$ cat src/rtl/led_pwm_pkg.sv
// Shared constants for the LED PWM driver: channel count, default PWM width and the RGB channel map.
// Channel i drives bit i of the frame; each RGB LED owns three consecutive channels (R, G, B).
package led_pwm_pkg;

    localparam int NUM_CH           = 12;
    localparam int NUM_LED          = 4;
    localparam int PWM_BITS_DEFAULT = 4;

    typedef enum logic [1:0] {
        COL_R = 2'd0,
        COL_G = 2'd1,
        COL_B = 2'd2
    } led_color_e;

    localparam int LED0_R = 0;
    localparam int LED0_G = 1;
    localparam int LED0_B = 2;
    localparam int LED1_R = 3;
    localparam int LED1_G = 4;
    localparam int LED1_B = 5;
    localparam int LED2_R = 6;
    localparam int LED2_G = 7;
    localparam int LED2_B = 8;
    localparam int LED3_R = 9;
    localparam int LED3_G = 10;
    localparam int LED3_B = 11;

    function automatic int ch_idx(input int led, input led_color_e col);
        return led * 3 + int'(col);
    endfunction

endpackage

$ cat src/rtl/led_pwm_channel.sv
// One PWM output channel: level register, optional fade step, duty compare and registered active-low drive.
// Fade stepping is compiled in only when LED_PWM_FADE_EN is defined; otherwise the level loads the target directly.
module led_pwm_channel
#(
    parameter int PWM_BITS = 4
) (
    input  logic                clk,
    input  logic                rst,
    input  logic                boundary,
    input  logic [PWM_BITS-1:0] target,
    input  logic [PWM_BITS-1:0] pwm_cnt,
    output logic                led_n
);

    logic [PWM_BITS-1:0] level;
    logic [PWM_BITS-1:0] level_nxt;
    logic                on_p0;

`ifdef LED_PWM_FADE_EN
    localparam logic [PWM_BITS-1:0] LVL_ONE = {{(PWM_BITS-1){1'b0}}, 1'b1};

    function automatic logic [PWM_BITS-1:0] fade_step(input logic [PWM_BITS-1:0] cur,
                                                      input logic [PWM_BITS-1:0] tgt);
        if (cur < tgt)
            return cur + LVL_ONE;
        else if (cur > tgt)
            return cur - LVL_ONE;
        return cur;
    endfunction

    assign level_nxt = fade_step(level, target);
`else
    assign level_nxt = target;
`endif

    // compare stage: level 0 never lights, the top count value never lights
    assign on_p0 = (pwm_cnt < level);

    always_ff @(posedge clk) begin
        if (rst) begin
            level <= '0;
            led_n <= 1'b1;
        end else begin
            if (boundary)
                level <= level_nxt;
            led_n <= ~on_p0;
        end
    end

endmodule

$ cat src/rtl/led_pwm_driver.sv
// 12-channel LED PWM driver: prescaler, PWM counter, double-buffered frame handshake, one channel per bit.
// Define LED_PWM_FADE_EN to make each channel level ramp by one step per period instead of jumping.
module led_pwm_driver
    import led_pwm_pkg::*;
#(
    parameter int PRESCALE_DIV = 64,
    parameter int PWM_BITS     = PWM_BITS_DEFAULT
) (
    input  logic                _i_clk,
    input  logic                _i_rst,
    input  logic [NUM_CH-1:0]   _i_frame,
    input  logic                _i_frame_valid,
    output logic                _o_frame_ready,
    input  logic [PWM_BITS-1:0] _i_brightness,
    output logic [NUM_CH-1:0]   _o_led_n,
    output logic                _o_period_start
);

    localparam logic [15:0]         PRESC_LAST = 16'(PRESCALE_DIV - 1);
    localparam logic [PWM_BITS-1:0] CNT_ONE    = {{(PWM_BITS-1){1'b0}}, 1'b1};

    logic [15:0]         presc;
    logic [PWM_BITS-1:0] pwm_cnt;
    logic                presc_wrap;
    logic                boundary;

    logic                pending_full;
    logic [NUM_CH-1:0]   pending;
    logic [NUM_CH-1:0]   active;
    logic [NUM_CH-1:0]   frame_nxt;
    logic [PWM_BITS-1:0] bright_q;
    logic                accept;

    function automatic logic [PWM_BITS-1:0] gate_level(input logic                bit_on,
                                                       input logic [PWM_BITS-1:0] bright);
        return bit_on ? bright : '0;
    endfunction

    assign presc_wrap     = (presc == PRESC_LAST);
    assign boundary       = presc_wrap && (pwm_cnt == '1);
    assign _o_frame_ready = ~pending_full & ~_i_rst;
    assign accept         = _i_frame_valid & ~pending_full;
    assign frame_nxt      = pending_full ? pending : active;

    always_ff @(posedge _i_clk) begin
        if (_i_rst) begin
            presc           <= '0;
            pwm_cnt         <= '0;
            _o_period_start <= 1'b0;
        end else begin
            presc           <= presc_wrap ? 16'd0 : presc + 16'd1;
            if (presc_wrap)
                pwm_cnt <= pwm_cnt + CNT_ONE;
            _o_period_start <= boundary;
        end
    end

    // accept and transfer are exclusive: accept needs an empty buffer, transfer a full one
    always_ff @(posedge _i_clk) begin
        if (_i_rst) begin
            pending_full <= 1'b0;
            active       <= '0;
            bright_q     <= '0;
        end else begin
            if (boundary) begin
                active   <= frame_nxt;
                bright_q <= _i_brightness;
            end
            if (boundary && pending_full)
                pending_full <= 1'b0;
            else if (accept)
                pending_full <= 1'b1;
        end
    end

    always_ff @(posedge _i_clk) begin
        if (accept && !_i_rst)
            pending <= _i_frame;
    end

    // at a boundary the channels load the image and brightness that govern the coming period
    for (genvar gi = 0; gi < NUM_CH; gi++) begin : g_ch
        logic [PWM_BITS-1:0] tgt;

        assign tgt = boundary ? gate_level(frame_nxt[gi], _i_brightness)
                              : gate_level(active[gi], bright_q);

        led_pwm_channel #(
            .PWM_BITS (PWM_BITS)
        ) u_ch (
            .clk      (_i_clk),
            .rst      (_i_rst),
            .boundary (boundary),
            .target   (tgt),
            .pwm_cnt  (pwm_cnt),
            .led_n    (_o_led_n[gi])
        );
    end

endmodule

$ cat config.mk
export PLATFORM = sky130hd
export DESIGN_NAME = led_pwm_driver
export DESIGN_NICKNAME = d
export VERILOG_FILES = /design/src/rtl/led_pwm_pkg.sv /design/src/rtl/led_pwm_channel.sv /design/src/rtl/led_pwm_driver.sv
export SDC_FILE = /design/constraint.sdc
export NUM_CORES = 1
export LEC_CHECK = 0
export CELL_PAD_IN_SITES_DETAIL_PLACEMENT = 0
export CELL_PAD_IN_SITES_GLOBAL_PLACEMENT = 1
export CORE_MARGIN = 3
export CORE_UTILIZATION = 42
export DETAILED_ROUTE_END_ITERATION = 6
export GPL_TIMING_DRIVEN = 0
export PLACE_DENSITY_LB_ADDON = 0.2
export SYNTH_ARGS = -nofsm -noshare
export SYNTH_HDL_FRONTEND = slang
export SYNTH_SLANG_ARGS = --single-unit
$ cat constraint.sdc
create_clock -name _i_clk -period 1.7 [get_ports _i_clk]
set_input_delay 0.425 -clock _i_clk [delete_from_list [all_inputs] [get_ports _i_clk]]
set_output_delay 0.425 -clock _i_clk [all_outputs]
set_load 0.05 [all_outputs]
Yosys cells after proc, flatten, opt, wreduce, memory -nomap -nowiden
Index checks and enable logic that the tools add are counted.
{"block": "totals", "reg_bits": 106, "input_bits": 19, "word_cells": 81}
{"block": "op_classes", "add_sub_neg": 2, "n_lt_le_gt_ge": 12, "eq_ne": 2, "mux": 13, "bitwise_logic": 16, "n_reduce_logical": 6}
{"operator": "$lt A4 B4 Y1", "n": 12}
{"operator": "$mux W4", "n": 12}
{"operator": "$add A16 B1 Y16 const B", "n": 1}
{"operator": "$eq A16 B6 Y1 const B", "n": 1}
{"operator": "$not A1 Y1", "n": 14}
{"operator": "$mux W12", "n": 1}
{"operator": "$add A4 B1 Y4 const B", "n": 1}
{"operator": "$eq A4 B4 Y1 const B", "n": 1}
{"operator": "$reduce_or A2 Y1", "n": 2}
{"operator": "$logic_and A1 B1 Y1", "n": 3}
{"operator": "$and A1 B1 Y1", "n": 2}
{"operator": "$logic_not A1 Y1", "n": 1}

Logic depth before layout (Yosys ltp)
Gate-level depths: netlist (run 1).
{"block": "depth", "depth_word": 4, "depth_mapped": 7, "mapped_depth_nobuf": 5}

Hierarchy
From an unflattened synthesis (run 1), not the netlist that was laid out.
{"block": "unflattened", "cells_unflattened": 651, "hier_area_um2": 5924.4}
{"mod": "led_pwm_driver", "n_inst": 1, "cells_each": 339, "area_per_inst_um2": 3011.6}
{"mod": "led_pwm_channel", "n_inst": 12, "cells_each": 26, "area_per_inst_um2": 242.7}

Least setup slack after synthesis (run 1)
OpenSTA, ideal clock, no wires.
{"block": "synth_path", "path_kind": "reg-to-reg", "start": "register pending_full", "end": "register pending[0], enable pin", "setup_ns": 0.355, "t_arrival_ns": 1.810, "required_ns": 1.345, "setup_slack_ns": -0.465, "stages_incl_launch_ff": 5, "path_cell_list": "dfxtp_1 > buf_2 > buf_2 > nor2_1 > and2_1"}
{"block": "synth_between", "elab_chain_cells": 3}
{"item": "from (decl)", "line_no": "led_pwm_driver.sv:27", "text": "logic pending_full;"}
{"item": "from (signal assigned)", "line_no": "led_pwm_driver.sv:61", "text": "pending_full <= 1'b0;"}
{"item": "from (signal assigned)", "line_no": "led_pwm_driver.sv:70", "text": "pending_full <= 1'b0;"}
{"item": "from (signal assigned)", "line_no": "led_pwm_driver.sv:72", "text": "pending_full <= 1'b1;"}
{"item": "$not A1 Y1", "line_no": "led_pwm_driver.sv:42", "text": "assign accept = _i_frame_valid & ~pending_full;"}
{"item": "$and A1 B1 Y1", "line_no": "led_pwm_driver.sv:42"}
{"item": "$logic_and A1 B1 Y1", "line_no": "led_pwm_driver.sv:77", "text": "if (accept && !_i_rst)"}
{"item": "to (signal assigned)", "line_no": "led_pwm_driver.sv:78", "text": "pending <= _i_frame;"}
{"item": "to (decl)", "line_no": "led_pwm_driver.sv:28", "text": "logic [NUM_CH-1:0] pending;"}
Every way passes these cells.
A chain may end at the register's enable or synchronous reset.

Worst setup path after layout (run 1)
{"block": "layout_path", "start": "register g_ch[4].u_ch.led_n", "end": "output _o_led_n[4]"}
{"item": "from (decl)", "line_no": "led_pwm_channel.sv:12", "text": "output logic led_n"}
{"item": "from (signal assigned)", "line_no": "led_pwm_channel.sv:46", "text": "led_n <= ~on_p0;"}
{"item": "to (decl)", "line_no": "led_pwm_driver.sv:15", "text": "output logic [NUM_CH-1:0] _o_led_n,"}
No word-level cell between the ends.

==> results.toml, run 1 <==
[die]
die-area_um2 = 13700
io_pins = 33
fp.coreArea_um2 = 11700
num_rows = 39
start_util_pct = 44.1
die_h_um = 117
die_w_um = 117

[worst_setup_path]
critPathCaptureType = "primary output"
ff2ff_path_depth = 6
r2r_start = "presc[0]$_SDFF_PP0_"
critPathKind = "flip-flop to primary output"
worst-r2r-setup-slack_ps = 80
cp.arrival_ps = 1230
cp-start-kind = "flip-flop"
worst_r2r_endpoint = "pwm_cnt[3]$_SDFFE_PP0P_"
crit_required_ps = 1270
path_max_fanout = 1

[timing]
min_period_over_period_pct = 97.4
tightest_slew_ps = 649
slew_headroom_pct = 56.7
fin_crit_ps = 1660
fin_ws_ps = 43.8
fmax_mhz = 604
holdWs_ps = 451
totalNegativeSetupSlack_ps = 0
setup_viol = 0
final_hold_viol_count = 0
skew_ps = 10.9
drv_slew = 0
rsz0062_at_grt = "true"

[finish]
fin_nets = 648
stdcell_area_um2 = 6130
final_layout_size_suffix_gt1_share_pct = 14.6
final_util_pct = 52.4
multi_input_area_um2 = 2570
fin_cells = 739
syn_to_final_growth_pct = 18.7
diodes = 0
nFillCells = 1102
regArea_um2 = 2260

[synth]
synth_top_area_share_pct = 36.4
synthCells = 550
syn_avg_cell_area_um2 = 9.39
syn-cell-area_um2 = 5170
syn_nets = 607
ys_seq_area_share_pct = 43.4
synth_cell_type_count = 35
ys_ff_latch = 106
yosysWarnings = 0
synth_edf_count = 12
yosys.area.top_type = "dfxtp_1"
synth-main-ff-cell = "dfxtp_1"
synth_top_cells_by_area = "dfxtp_1, ha_1, nand4b_1"
async_flop_share_pct = 0

[detailed_routing]
vias_per_cell = 5.61
drt_wl_total_mm = 12.5
ant_nets = 0
drc_errors = 0
drt_iter0_markers = 225
firstDrtPassIters = 4
routedWlPerCell_um = 16.9
vias = 4146

[power_and_ir_drop]
power.density_nw_per_um2 = 798
power_mw = 4.89
p_leak_nw = 2.03
peakVddDrop_mv = 0.503

[worst_hold_path]
min-delay-start = "presc[0]$_SDFF_PP0_"
whs_path_depth = 1
hp-class = "flip-flop to flip-flop"
whs_endpoint = "presc[0]$_SDFF_PP0_"

[clock_network]
cts_root_buffer = "clkbuf_16"
clkTransAtPathRegs_ps = 70
h-tree-depth = 3
cts_buffer_depth = 2
clk_latency_ps = 350
clock_sinks = 106
numCtsBuffers = 9
cts_tree = "yes"

[place]
place.gp.congestion = 0.770
postPlaceCellArea_um2 = 5670
pre_cts_slack_ps = -684
io_buffer_count = 31
dpl.cell_count = 724
dp_hpwl_mm = 8.57

[outcome]
outcome = "finished, final reports clean"

[global_routing]
grt_pass1_wl_mm = 20.6
grt_pass1_vias = 4116
grt_usage_pct = 19.5
grt_max_degree = 19
antenna_found_initial = 0
grt_overflow = 0

[flow_run]
drv_cap = 0
==> Yosys cell counts, drive strengths merged (11+ instances only) <==
cell type,count
dfxtp,94
mux2i,12
a21oi,64
nand4b,48
inv,42
ha,38
a211o,12
buf,25
edfxtp,12
a21o,24
o21ai,50
nand2b,12
nor2,23
xnor2,11
clkbuf,31
a211oi,13
==> state kept, by name, summed over array words and instances, names as in the netlist <==
signal,cells
pwm_cnt,4
pending_full,1
active,12
pending,12
presc,16
g_ch.u_ch.level,48
g_ch.u_ch.led_n,12
_o_period_start,1
==> per-layer routing <==
layer | up-vias | track usage (%) | part of all wire, %
met2 | 67 | 31.3 | 47
met5 | - | 0 | 0
met4 | 0 | 8.87 | 2.1
li1 | 2053 | - | -
met1 | 2008 | 26.2 | 47
met3 | 18 | 2.88 | 3.4
==> critical path, cell delays in order (launching register included) <==
cell             delay (ps)
dfxtp_1                 310
buf_4                    90
clkdlybuf4s15_1         480
==> layout make-up <==
cell class	count	area share [%]
Multi-Input combinational cell	346	41.9
Buffer	54	6.12
Timing Repair Buffer	32	4.65
Inverter	42	2.57
Tap cell	143	2.92
Clock inverter	7	1.27
Clock buffer	9	3.67
Sequential cell	106	36.9
==> placed cells by master (no fill, tap or decap), types with 15 or more instances in the layout <==
cell and count:
a21o_1 24, a21oi_1 62, buf_4 19, clkbuf_1 15, clkdlybuf4s50_1 17, dfxtp_1 88
ha_1 37, inv_1 42, nand4b_1 48, nor2_1 21, o21ai_1 36
==> where the power goes <==
group,leakage [nW],switching (mW),internal [mW]
sequential,0.873,0.0114,2.54
clock,0.146,0.968,1.15
combinational,1.01,0.130,0.0890
==> logic make-up (layout without fill, tap and decap cells) <==
kind of cell	count (synthesis)	after routing	synth area share [%]
AO/OA/AOI/OAI	164	164	18.6
XOR/XNOR	14	14	2.37
adder cells (fa/ha/maj)	38	38	9.20
buffers and inverters	98	144	8.77
flip-flops	106	106	43.4
multiplexers	12	12	2.33
AND/OR/NAND/NOR	118	118	15.3
==> worst max-delay path by stage <==
| stage | from | cells past startpoint | endpoint |
|---|---|---|---|
| 2_1_floorplan | presc[0]$_SDFF_PP0_ | 7 | active[1]$_SDFFE_PP0P_ |
| 3_3_place_gp | pwm_cnt[2]$_SDFFE_PP0P_ | 5 | g_ch[1].u_ch.level[2]$_SDFFE_PP0P_ |
| 3_5_place_dp | pwm_cnt[2]$_SDFFE_PP0P_ | 5 | active[4]$_SDFFE_PP0P_ |
| 4_1_cts | g_ch[5].u_ch.led_n$_SDFF_PP1_ | 2 | _o_led_n[5] |
| 5_1_grt | presc[0]$_SDFF_PP0_ | 7 | g_ch[11].u_ch.level[2]$_SDFFE_PP0P_ |
| 6_report | g_ch[4].u_ch.led_n$_SDFF_PP1_ | 2 | _o_led_n[4] |
==> repair_timing <==
item,in CTS,in global routing
pin swaps,0,33
hold buffers,0,0
endpoints found under the setup margin,102,86
setup buffers,1,0
resized for setup,66,86
(Power assumes the default switching activity.)
==> inputs of run 2 (changes only) <==
--- a/config.mk
+++ b/config.mk
@@ -12,6 +12,7 @@
 export DETAILED_ROUTE_END_ITERATION = 6
 export GPL_TIMING_DRIVEN = 0
 export PLACE_DENSITY_LB_ADDON = 0.2
+export SETUP_SLACK_MARGIN = 0.3
 export SYNTH_ARGS = -nofsm -noshare
 export SYNTH_HDL_FRONTEND = slang
 export SYNTH_SLANG_ARGS = --single-unit
==> run 2 against run 1 <==
Compared with the run above:
- cell count rose by 3.2%
- first-iteration DRC count fell by 1.8%
- die area did not move
- sequential share of layout area fell by 3.4 points
- clock skew fell by 1.6 ps
- critical endpoint is now g_ch[9].u_ch.level[1]$_SDFFE_PP0P_
- register-to-register slack barely moved
- cell area rose by 11%
- non-clock buffer count rose by 24
- total power fell by 0.53%
- critical path depth rose by 3
- global-route usage rose by 0.23 points
==> results.toml, run 2 (synthesis gave the netlist of run 1 again) <==
[detailed_routing]
routedWlPerCell_um = 17.0
drc_errors = 0
wl_met3_um = 442
drt_iter0_markers = 221
vias_per_cell = 5.53
met2WireLength_mm = 6.04
top_layer = "met4"
firstDrtPassIters = 4
ant_nets = 0
vias = 4222
wl_met1_mm = 6.28
drt_wl_total_mm = 12.9

[finish]
diodes = 0
final_layout_size_suffix_gt1_share_pct = 26.8
nFillCells = 1057
regArea_um2 = 2270
multi_input_area_um2 = 2900
final_cell_mix = "dfxtp_1, a21oi_1, nand4b_1, inv_1, buf_4"
largest_reg_flops = 48
fin_nets = 672
syn_to_final_growth_pct = 31.2
fin_cells = 763
largest_register = "g_ch.u_ch.level"
reg_top3 = "g_ch.u_ch.level: 48 flops, presc: 16 flops"
stdcell_area_um2 = 6780
layout_commonest_cell = "dfxtp_1"

[flow_run]
drv_cap = 0

[timing]
min_period_over_period_pct = 95.6
drv_slew = 0
slew_headroom_pct = 54.2
final_hold_viol_count = 0
setup_viol = 0
totalNegativeSetupSlack_ps = 0
skew_ps = 9.37
fin_crit_ps = 1630
tightest_slew_ps = 687
rsz0062_at_grt = "true"
fmax_mhz = 615

[worst_setup_path]
ff2ff_path_depth = 5
path_max_fanout = 10
crit_start = "pwm_cnt[0]$_SDFFE_PP0P_"
crit_end = "g_ch[9].u_ch.level[1]$_SDFFE_PP0P_"
r2r_start = "pwm_cnt[0]$_SDFFE_PP0P_"
critPathCaptureType = "flip-flop"
worst_r2r_endpoint = "g_ch[9].u_ch.level[1]$_SDFFE_PP0P_"
cp-start-kind = "flip-flop"
crit_required_ps = 1980
worst-r2r-setup-slack_ps = 70
critPathKind = "flip-flop to flip-flop"
cp.arrival_ps = 1910

[clock_network]
clock_sinks = 106
cts_buffer_depth = 2
clk_latency_ps = 350
numCtsBuffers = 9
h-tree-depth = 3
clkTransAtPathRegs_ps = 70
cts_root_buffer = "clkbuf_16"
cts_tree = "yes"

[place]
postPlaceCellArea_um2 = 5850
place.gp.congestion = 0.784
dp_hpwl_mm = 8.66
io_buffer_count = 31
dpl.cell_count = 724

[die]
num_rows = 39
fp.coreArea_um2 = 11700
die_h_um = 117
io_pins = 33
start_util_pct = 44.1
die_w_um = 117
die-area_um2 = 13700

[global_routing]
grt_overflow = 0
grt_usage_pct = 19.8
grt_max_degree = 18
antenna_found_initial = 0
grt_pass1_wl_mm = 21.0
grt_pass1_vias = 4151

[worst_hold_path]
hp-class = "flip-flop to flip-flop"
min-delay-start = "g_ch[2].u_ch.level[0]$_SDFFE_PP0P_"

[power_and_ir_drop]
peakVddDrop_mv = 0.580
power_mw = 4.87
p_leak_nw = 2.21
power.density_nw_per_um2 = 718

[outcome]
outcome = "finished, final reports clean"
==> run 2: changes by cell type in the layout (fill, tap and decap cells not counted), moves of 8 or more <==
cell,previous run,this run
buf_4,19,37
nor2_1,21,7
ha_1,37,24
o21ai_2,1,14
clkbuf_2,14,2
ha_4,1,13
nor2_4,2,13
o21ai_0,13,2
clkbuf_8,0,9
buf_6,7,15
==> run 2: area by class of cell <==
| type | count | share of cell area, % |
|---|---|---|
| repair buffers | 54 | 7.51 |
| well taps | 143 | 2.64 |
| plain buffers | 56 | 7.07 |
| multi-input cells | 346 | 42.8 |
| clock buffers | 15 | 4.10 |
| inverters | 42 | 2.33 |
| clock inverters | 1 | 0.129 |
| flip-flops and latches | 106 | 33.5 |
==> run 2: critical path, cell delays in order, from the launching register on <==
cell	delay [ps]
dfxtp_2	370
ha_2	230
nand3_4	140
buf_1	520
o21ai_1	150
a21oi_1	160
==> run 2: worst min path at each step <==
stage / depth (start not counted) / slack, ps / endpoint
detailed placement: 1 / 450 / presc[0]$_SDFF_PP0_
finish: 2 / 470 / g_ch[2].u_ch.level[0]$_SDFFE_PP0P_
global placement: 1 / 440 / presc[0]$_SDFF_PP0_
CTS: 2 / 480 / g_ch[4].u_ch.level[3]$_SDFFE_PP0P_
global route: 2 / 500 / g_ch[2].u_ch.level[0]$_SDFFE_PP0P_
floorplan: 1 / 430 / presc[0]$_SDFF_PP0_
==> run 2: stage by stage <==
step / util, % / hold WS (ps) / setup slack (ps)
floorplan: - / 429 / 255
global placement: 50.0 / 443 / -206
detailed placement: 50.0 / 445 / -212
CTS: 55.4 / 476 / 104
global route: 57.9 / 497 / -13.3
finish: 57.9 / 467 / 74.2
==> run 2: per-layer routing <==
layer / up-vias / global-route usage, %
li1: 2110 / -
met1: 2025 / 27.6
met2: 74 / 31.9
met3: 13 / 2.42
met4: 0 / 6.42
met5: - / 0
==> run 2: power breakdown <==
group	total [mW]	switching [mW]	internal, mW
Sequential	2.55	0.0109	2.54
Clock	2.03	0.911	1.12
Combinational	0.282	0.150	0.132
==> run 2: timing repair <==
item                                    CTS  global route
hold buffers                              0             0
gates resized for setup                 126            75
buffers inserted                         14             7
endpoints found under the setup margin  108            95
cloned                                    2             0
endpoints found under the hold margin     0             0
pin swaps                                30            25
==> inputs of run 3 (changes only) <==
--- a/config.mk
+++ b/config.mk
@@ -8,7 +8,7 @@
 export CELL_PAD_IN_SITES_DETAIL_PLACEMENT = 0
 export CELL_PAD_IN_SITES_GLOBAL_PLACEMENT = 1
 export CORE_MARGIN = 3
-export CORE_UTILIZATION = 42
+export CORE_UTILIZATION = 46
 export DETAILED_ROUTE_END_ITERATION = 6
 export GPL_TIMING_DRIVEN = 0
 export PLACE_DENSITY_LB_ADDON = 0.2
==> constraint.sdc (replaced) <==
create_clock -name _i_clk -period 1.55 [get_ports _i_clk]
set_input_delay 0.3875 -clock _i_clk [delete_from_list [all_inputs] [get_ports _i_clk]]
set_output_delay 0.3875 -clock _i_clk [all_outputs]
set_load 0.05 [all_outputs]
==> run 3 against run 2 <==
Compared with the run above:
- the flow now finishes with violations (setup timing)
- count of clock-buffer cells in the layout did not move
- critical endpoint is now g_ch[1].u_ch.level[0]$_SDFFE_PP0P_
- first-iteration DRC count rose by 6.8%
- sequential power increased by 9.8%
- cell count grew 0.66%
- register-to-register slack got worse by 170 ps
- largest power group unchanged
- clock skew up 5.2 ps
==> results.toml, run 3 (synthesis gave the netlist of run 1 again) <==
[power_and_ir_drop]
peakVddDrop_mv = 0.410
sw_frac_of_total_pct = 23.1
power_mw = 4.63
internal-power_mw = 3.56
power.density_nw_per_um2 = 670
p_leak_nw = 2.26
p_sw_mw = 1.07
seqPwrFrac_pct = 60.4
combPwrFrac_pct = 6.8
power.share.clock_pct = 32.8

[worst_setup_path]
path_cells = "nor4_4, and4_4, buf_8, buf_6, nand4b_1, a21oi_2"
path_buf_inv = 2
path_max_fanout = 6
critPathKind = "flip-flop to flip-flop"
worst-r2r-setup-slack_ps = -100
cp.arrival_ps = 1940
critPathCaptureType = "flip-flop"
crit_family = "simple AND/OR/NAND/NOR gates"
cpPeakStageDelay_ps = 360
cp-start-kind = "flip-flop"
cpMaxStageDelayCell = "dfxtp_4"
crit_required_ps = 1850

[timing]
slew_headroom_pct = 48.1
fmax_mhz = 608
rsz0062_at_grt = "true"
skew_ps = 14.6
drv_slew = 0
totalNegativeSetupSlack_ps = -1890
fin_ws_ps = -95.2
final_hold_viol_count = 0
tightest_slew_ps = 778
setup_viol = 54
holdWs_ps = 483
min_period_over_period_pct = 106
fin_crit_ps = 1650

[worst_hold_path]
hp-class = "flip-flop to flip-flop"

[finish]
final_layout_size_suffix_gt1_share_pct = 30.7
stdcell_area_um2 = 6920
diodes = 0
final_cell_mix = "dfxtp_1, nand4b_1, a21oi_1, o21ai_1, inv_1"
regArea_um2 = 2280
fin_cells = 768
nFillCells = 912
final_util_pct = 63.5
largest_register = "g_ch.u_ch.level"
multi_input_area_um2 = 2940
syn_to_final_growth_pct = 33.9
layout_commonest_cell = "dfxtp_1"
reg_top3 = "g_ch.u_ch.level: 48 flops, presc: 16 flops"
largest_reg_flops = 48
fin_nets = 681

[detailed_routing]
drc_errors = 0
vias = 4354
top_layer = "met4"
routedWlPerCell_um = 17.1
wl_met1_mm = 6.23
firstDrtPassIters = 5
met2WireLength_mm = 6.27
drt_iter0_markers = 236
vias_per_cell = 5.67
drt_wl_total_mm = 13.2
ant_nets = 0
wl_met3_um = 490

[flow_run]
drv_cap = 0

[die]
io_pins = 33
start_util_pct = 47.4
die_w_um = 112
die_h_um = 112
num_rows = 38
die-area_um2 = 12500
fp.coreArea_um2 = 10900

[clock_network]
clkTransAtPathRegs_ps = 90
clock_sinks = 106
hold_buffers = 0
clk_latency_ps = 360
numCtsBuffers = 9
cts_buffer_depth = 2
h-tree-depth = 3
cts_tree = "yes"
cts_root_buffer = "clkbuf_8"

[place]
pre_cts_slack_ps = -314
dp_hpwl_mm = 8.66
postPlaceCellArea_um2 = 5930
place.gp.congestion = 0.811
io_buffer_count = 31
dpl.cell_count = 721

[global_routing]
grt_overflow = 0
grt_max_degree = 18
grt_usage_pct = 21.3
grt_pass1_vias = 4324
grt_pass1_wl_mm = 21.8
antenna_found_initial = 0

[outcome]
violations = "setup timing"
outcome = "finished, violations left"
## run 3: final timing paths
kind | cells after the start | startpoint | to
worst max-delay path | 6 | presc[11]$_SDFF_PP0_ | g_ch[1].u_ch.level[0]$_SDFFE_PP0P_
worst min-delay path | 2 | g_ch[5].u_ch.level[3]$_SDFFE_PP0P_ | g_ch[5].u_ch.level[3]$_SDFFE_PP0P_
worst max register to register | 6 | presc[11]$_SDFF_PP0_ | g_ch[1].u_ch.level[0]$_SDFFE_PP0P_
worst min register to register | 2 | g_ch[5].u_ch.level[3]$_SDFFE_PP0P_ | g_ch[5].u_ch.level[3]$_SDFFE_PP0P_
## run 3: area by class of cell
type / instances / area share (%)
Timing Repair Buffer: 62 / 10.3
Tap cell: 140 / 2.53
Buffer: 56 / 7.20
Clock buffer: 15 / 2.26
Inverter: 42 / 2.28
Multi-Input combinational cell: 347 / 42.5
Sequential cell: 106 / 33.0
## run 3: worst reg2reg max path, stage by stage (launching register included)
cell	delay [ps]
dfxtp_4	360
nor4_4	310
and4_4	290
buf_8	150
buf_6	120
nand4b_1	160
a21oi_2	190
## run 3: per-layer routing
layer  vias to the layer above  track usage (%)
met5                         -                0
met4                         0             6.33
met3                        17             2.99
met2                        91             34.7
met1                      2122             29.7
li1                       2124                -
## run 3: timing repair
item                       4_1_cts  5_1_grt
setup endpoints to repair      108      110
pin swaps                       46       20
buffers inserted                16       10
resized for setup              167       56
gates cloned                     5        1
## run 3: power by group through the flow
stage | Clock [mW] | Combinational (mW) | Sequential, mW
floorplan | 0 | 0.145 | 2.87
detailed placement | 0 | 0.245 | 2.87
CTS | 1.54 | 0.281 | 2.80
global placement | 0 | 0.239 | 2.87
finish | 1.52 | 0.314 | 2.80
global route | 1.66 | 0.337 | 2.80
